**config.mk**
```make
export PLATFORM = sky130hd
export DESIGN_NAME = hit_burst_collector
export DESIGN_NICKNAME = d
export VERILOG_FILES = /design/src/rtl/hit_burst_collector.sv
export SDC_FILE = /design/constraint.sdc
export NUM_CORES = 1
export LEC_CHECK = 0
export ABC_AREA = 1
export CAP_MARGIN = 0
export CORE_ASPECT_RATIO = 0.7
export CORE_MARGIN = 2
export CORE_UTILIZATION = 45
export CTS_CLUSTER_SIZE = 16
export DETAILED_ROUTE_END_ITERATION = 10
export HOLD_SLACK_MARGIN = 0.15
export PLACE_DENSITY = 0.66
export SYNTH_ARGS = -nofsm -noshare
export SYNTH_HDL_FRONTEND = slang
export SYNTH_SLANG_ARGS = --single-unit
```
**constraint.sdc**
```tcl
create_clock -name clock -period 5.85 [get_ports clock]
set_input_delay 1.17 -clock clock [delete_from_list [all_inputs] [get_ports clock]]
set_output_delay 1.17 -clock clock [all_outputs]
set_load 0.02 [all_outputs]
```
**src/rtl/hit_burst_collector.sv**
```systemverilog
// Measures contiguous hit bursts, queues each completed length in a small FIFO
// drained by valid/ready, and keeps burst count, longest burst and overflow stats.
module hit_burst_collector #(
  parameter int DEPTH = 4,
  parameter int CNT_W = 4,
  parameter int TOT_W = 8
) (
  input  logic                     clock,
  input  logic                     reset,
  input  logic                     hit,
  input  logic                     clear,
  input  logic                     out_ready,
  output logic                     out_valid,
  output logic [CNT_W-1:0]         out_len,
  output logic [$clog2(DEPTH):0]   fifo_count,
  output logic [TOT_W-1:0]         total_bursts,
  output logic [CNT_W-1:0]         max_len,
  output logic                     overflow
);

  localparam int AW = $clog2(DEPTH);
  localparam logic [AW:0]       FULL_CNT = (AW+1)'(DEPTH);
  localparam logic [CNT_W-1:0]  LEN_MAX  = '1;
  localparam logic [TOT_W-1:0]  TOT_MAX  = '1;

  logic [CNT_W-1:0] run_len;
  logic [CNT_W-1:0] mem [DEPTH];
  logic [AW-1:0]    wr_ptr;
  logic [AW-1:0]    rd_ptr;
  logic [AW:0]      count;

  logic burst_end;
  logic is_full;
  logic do_pop;
  logic do_push;
  logic drop;

  always_comb begin
    burst_end = !hit && (run_len != '0);
    is_full   = (count == FULL_CNT);
    do_pop    = (count != '0) && out_ready;
    // A full FIFO still accepts a push when the head leaves on the same edge.
    do_push   = burst_end && (!is_full || do_pop);
    drop      = burst_end && is_full && !do_pop;
  end

  always_ff @(posedge clock or posedge reset) begin
    if (reset) begin
      run_len <= '0;
    end else if (hit) begin
      if (run_len != LEN_MAX) run_len <= run_len + CNT_W'(1);
    end else begin
      run_len <= '0;
    end
  end

  // NOTE: the storage array is small, so it sits on the async reset and out_len
  // never exposes stale or X contents; a large RAM would be left unreset.
  always_ff @(posedge clock or posedge reset) begin
    if (reset) begin
      for (int i = 0; i < DEPTH; i++) mem[i] <= '0;
      wr_ptr <= '0;
      rd_ptr <= '0;
      count  <= '0;
    end else begin
      if (do_push) begin
        mem[wr_ptr] <= run_len;
        wr_ptr      <= wr_ptr + AW'(1);
      end
      if (do_pop) rd_ptr <= rd_ptr + AW'(1);
      case ({do_push, do_pop})
        2'b10:   count <= count + (AW+1)'(1);
        2'b01:   count <= count - (AW+1)'(1);
        default: count <= count;
      endcase
    end
  end

  always_ff @(posedge clock or posedge reset) begin
    if (reset) begin
      total_bursts <= '0;
      max_len      <= '0;
      overflow     <= 1'b0;
    end else if (clear) begin
      total_bursts <= '0;
      max_len      <= '0;
      overflow     <= 1'b0;
    end else if (burst_end) begin
      if (total_bursts != TOT_MAX) total_bursts <= total_bursts + TOT_W'(1);
      if (run_len > max_len) max_len <= run_len;
      if (drop) overflow <= 1'b1;
    end
  end

  assign out_valid  = (count != '0);
  assign out_len    = out_valid ? mem[rd_ptr] : '0;
  assign fifo_count = count;

endmodule
```
**Yosys cells after proc, flatten, opt, wreduce, memory -nomap -nowiden**

Index checks and enable logic that the tools add are counted.

- Register bits after elaboration: 40
- Bits of input ports: 5
- Output and inout port bits: 21
- Logic and storage cells: 68

- $add $sub $neg: 6
- $lt $le $gt $ge: 4
- Eq/ne operators: 6
- Multiplexer cells: 19
- Bitwise operators: 2
- Reductions and logical operators: 20

Operator list:

| operator | count |
|---|---|
| $mux W4 | 9 |
| $mux W8 | 3 |
| $bwmux W16 | 1 |
| $reduce_bool A2 Y1 | 5 |
| $add A8 B1 Y8 const B | 1 |
| $bmux W4 S2 | 1 |
| $demux W4 S2 | 1 |
| $ne A8 B8 Y1 const B | 1 |
| $ge A3 B3 Y1 const B | 2 |
| $logic_and A1 B1 Y1 | 6 |
| $not A2 Y3 | 2 |
| $pmux W3 S2 | 1 |
| $reduce_and A2 Y1 | 3 |
| $add A2 B1 Y2 const B | 2 |
| $add A4 B1 Y4 const B | 1 |
| $gt A4 B4 Y1 | 1 |
| $ne A4 B4 Y1 const B | 1 |
| $reduce_bool A4 Y1 | 1 |
| $add A3 B1 Y3 const B | 1 |
| $eq A3 B3 Y1 const B | 1 |
| $logic_not A1 Y1 | 3 |
| $lt A3 B1 Y1 const B | 1 |
| $mux W1 | 3 |
| $reduce_bool A3 Y1 | 1 |
| 5 further kinds | 5 |

**Depth between registers and ports, before layout**

- Word-level depth: 7
- Depth in mapped cells: 13

**Worst setup path before layout**

Ideal clock, no wire load.

- Path type: in2reg
- Start: input out_ready
- End: register count[2] (netlist: fifo_count[2])
- Arrival time: 2.638 ns
- Data required time: 5.719 ns
- Slack: 3.081 ns
- Stages: 9
- Path buffers: 0
- Cell sequence: nor2_1 -> nand2_1 -> nand2_4 -> ha_1 -> inv_1 -> fa_1 -> a21oi_1 -> o21ai_0 -> xor2_1

- Longest elaborated chain between the ends: 5

RTL lines:

| what | RTL line | RTL |
|---|---|---|
| start, declared | 12 | `input logic out_ready,` |
| $logic_and A1 B1 Y1 * | 41 | `do_pop = (count != '0) && out_ready;` |
| $logic_or A1 B1 Y1 | 43 | `do_push = burst_end && (!is_full \|\| do_pop);` |
| $logic_and A1 B1 Y1 | 43 |  |
| $eq A2 B1 Y1 / $eq A2 B2 Y1 (equally long branches) | 71 | `case ({do_push, do_pop})` |
| $pmux W3 S2 / $reduce_bool A2 Y1 (equally long branches) | - |  |
| end signal, assigned | 72 | `2'b10: count <= count + (AW+1)'(1);` |
| end signal, assigned | 73 | `2'b01: count <= count - (AW+1)'(1);` |
| end signal, assigned | 74 | `default: count <= count;` |
| end, declared | 30 | `logic [AW:0] count;` |

Every way passes the cells marked *; elsewhere a longest branch is shown, timed or not.
A chain may end at the register's enable or synchronous reset.

**Final worst setup path**

- Start: register rd_ptr[0]
- End: output out_len[2]

- Longest elaborated chain between the ends: 5

RTL lines:

| what | RTL line | RTL |
|---|---|---|
| start, declared | 29 | `logic [AW-1:0] rd_ptr;` |
| start signal, assigned | 70 | `if (do_pop) rd_ptr <= rd_ptr + AW'(1);` |
| $not A2 Y3 (not written as such) | 96 | `assign out_len = out_valid ? mem[rd_ptr] : '0;` |
| $bmux W4 S2 | 96 |  |
| $mux W4 (not written as such) (2 in a row) | 96 |  |
| $mux W4 | 96 |  |
| end, declared | 14 | `output logic [CNT_W-1:0] out_len,` |

Every way passes these cells. The select of a mux whose other input is x is not followed.

==> results by group <==
Outcome
  – Status: completed

Global routing
  – Vias in the first global route: roughly 1.8k
  – Total grt overflow: 0
  – Largest net degree at the start of global routing: between 40 and 50
  – First-pass GRT wire length: just over 8000 µm
  – GRT Overall Usage: 0.186
  – Initial antenna violation count: 0

Power and ir drop
  – Max rail drop VDD: ~180 µV
  – Net load switching power: 0.394 mW
  – Logic gate share of total power: 0.413
  – Sw Ratio: 0.395
  – PwrDens: about 370 mW/mm²
  – Clk pwr share: 0.188
  – Reg power frac: 0.399
  – Pwr Total: between 0.9 and 1 mW
  – Leakage: about 1.3 nW
  – Int Pwr: ~0.60 mW

Final layout
  – Fin cells: between 300 and 400
  – Register area: around 0.0010 mm²
  – Antenna diode count: 0
  – Syn-to-layout area delta: 17.0%
  – Multi-input logic area: around 0.0011 mm²
  – Fillers: around 480
  – Fraction of layout cells with a size suffix above 1: 0.0698
  – Nets: roughly 330

Placement
  – Placed Cells: about 380
  – Detailed placement HPWL: between 3000 and 4000 µm
  – Number of I/O port buffers: 25
  – Placer Congestion: 0.779

Die
  – Die height: around 64 µm
  – Num ports: 26
  – # rows: 21
  – Die Area: 0.00567 mm²
  – Core Area: between 0.004 and 0.005 mm²
  – Die Wd: 89.2 µm
  – Initial Utilization: 0.473

Clock tree
  – Maximum clock path buffer count: 2
  – Hold bufs inserted after CTS: 0
  – CTS root buffer: clkbuf_8
  – H-tree depth: 2
  – TritonCTS clock tree: done
  – Sink Count: 40
  – Post-CTS setup repair buffer count: 0
  – Clk_lat worst skew: about 290 ps
  – Resized Gates After CTS: 0
  – Num CTS Buffers: 5
  – Reg clk slew, reported paths: approximately 80 ps

Yosys
  – Synth area leader: dfrtp_1
  – Yosys cell types: 29
  – Yosys reg bits: 40
  – Syn Inst Count: 287
  – Prevailing post-synth register cell: dfrtp_1
  – Syn Area/Cell: 7.96 µm²
  – Yosys top cell area share: 0.438
  – Fraction of registers with async set/reset: 1.00
  – Top post-synthesis cells by area: dfrtp_1 44%, nand2_1 16%, ha_1 6.6%
  – Leading cell types by count after synthesis: 95 x nand2_1, 40 x dfrtp_1, 33 x nor2_1
  – Post-Synthesis Net Count: slightly above 300
  – Mapped Area: around 0.0023 mm²
  – Ys Warns: 0
  – Sequential area share after synthesis: 0.438
  – EDFF count, synth: 0
  – Top-count cell post-synth: nand2_1

Drt
  – Iter 0 DRT Violations: around 110
  – DRC: 0
  – Final wirelength: 4580 µm
  – Routed Antenna Nets: 0
  – DR vias/cell: 4.85
  – First-pass DRT Iterations: 4
  – WL per Instance: between 10 and 15 µm
  – Via count: 1862

Critical path
  – Critical Path Start Type: register
  – Worst Path Arrival: roughly 2000 ps
  – CP Max Fanout: 10
  – Crit-path slowest cell: clkdlybuf4s50_1
  – CP endpoint kind: primary output
  – Kind of critical path: register to primary output
  – Worst path cell trace: inv_1 -> o21ai_0 -> a21oi_1 -> clkdlybuf4s50_1
  – Crit path largest cell delay: slightly above 600 ps
  – CP required: 4680 ps

STA
  – Worst Skew: 6.76 ps
  – Unrepaired setup endpoints after global routing: false
  – Final Hold Fails: 0
  – Final period utilization: 0.542
  – TNS Setup: 0 ps
  – Max_slew headroom: 0.639
  – Count of final setup violators: 0
  – Slew Viols, Final: 0
  – Minimum clock period: 3170 ps
  – Worst-margin pin slew: between 500 and 600 ps
  – Fmax: approximately 320 MHz

Run
  – Max Cap Viol: 0

Min path
  – Worst min path class: register to register
[worst max-delay path, delay by kind of cell (launching register included)]
family / cells / cell delay (ps)
AO/OA/AOI/OAI: 2 / 350
buffers and inverters: 2 / 880
flip-flops: 1 / 490
[cell type report]
cell class / count / share of cell area
clock buffers: 8 / 0.0337
inverters: 32 / 0.0449
multi-input cells: 209 / 0.418
flip-flops and latches: 40 / 0.374
well taps: 69 / 0.0323
repair buffers: 26 / 0.0964
[through the flow]
stage / hold slack, ps / instance area (µm²) / setup slack (ps) / utilization
after floorplan: 437 / 2280 / 3080 / -
after global placement: 453 / 2580 / 2560 / 0.534
after detailed placement: 455 / 2580 / 2510 / 0.534
after CTS: 474 / 2670 / 2700 / 0.553
after global routing: 488 / 2670 / 2520 / 0.553
final: 471 / 2670 / 2680 / 0.553
[flip-flops by register name, summed over array words and instances (netlist names)]
register,cells
max_len,4
wr_ptr,2
overflow,1
fifo_count,3
rd_ptr,2
mem,16
run_len,4
total_bursts,8
[final timing paths]
check | slack, ps | cells after the start | start | end
max | 2680 | 4 | rd_ptr[0] | out_len[2]
min | 470 | 2 | mem[3] | mem[3]
max reg2reg | 3480 | 12 | run_len[0] | fifo_count[2]
min reg2reg | 470 | 2 | mem[3] | mem[3]
max in group asynchronous | 4200 | 3 | reset | max_len[1]
min in group asynchronous | 1310 | 3 | reset | total_bursts[1]
[logic make-up (layout without fill, tap and decap cells)]
logic type	after synthesis	count (layout)	synth area share
buf+inv	38	66	0.0723
fa+ha+maj	13	13	0.0745
compound gates	32	32	0.0821
simple gates	159	159	0.311
xor+xnor	5	5	0.0225
flops	40	40	0.438
[layout by cell type (no fill, tap or decap)]
cell             netlist  routed
nand2_1               95      95
dfrtp_1               40      40
nor2_1                33      33
inv_1                 31      31
clkdlybuf4s50_1        0      25
o21ai_0               15      15
nand3_1               13      13
ha_1                  12      12
a21oi_1                9       9
nor2_4                 6       6
clkbuf_8               0       6
nand2_4                4       4
nand4_1                4       4
xor2_1                 3       3
nor3b_1                2       2
o21bai_1               2       2
clkbuf_1               0       2
nand2_2                1       1
a21oi_4                1       1
inv_2                  1       1
nor3_1                 1       1
a211oi_1               1       1
o31ai_1                1       1
o21a_1                 1       1
o21ai_1                1       1
o21ai_2                1       1
xnor2_1                1       1
xor2_2                 1       1
fa_1                   1       1
buf_4                  1       1
[power groups by stage]
stage,sequential (mW),combinational (mW),clock [mW]
after CTS,0.399,0.415,0.195
final,0.398,0.412,0.188
after global routing,0.409,0.468,0.208
after detailed placement,0.403,0.414,0
after floorplan,0.400,0.276,0
after global placement,0.403,0.406,0
[routing by layer]
metal	part of all wire	vias up	track usage	wire, µm
met5	0	-	0	0
met4	0.0041	0	0.0354	19
met3	0.052	2	0.0564	238
met2	0.42	38	0.271	1920
met1	0.52	868	0.273	2400
li1	-	954	-	-
(Power assumes the default switching activity.)
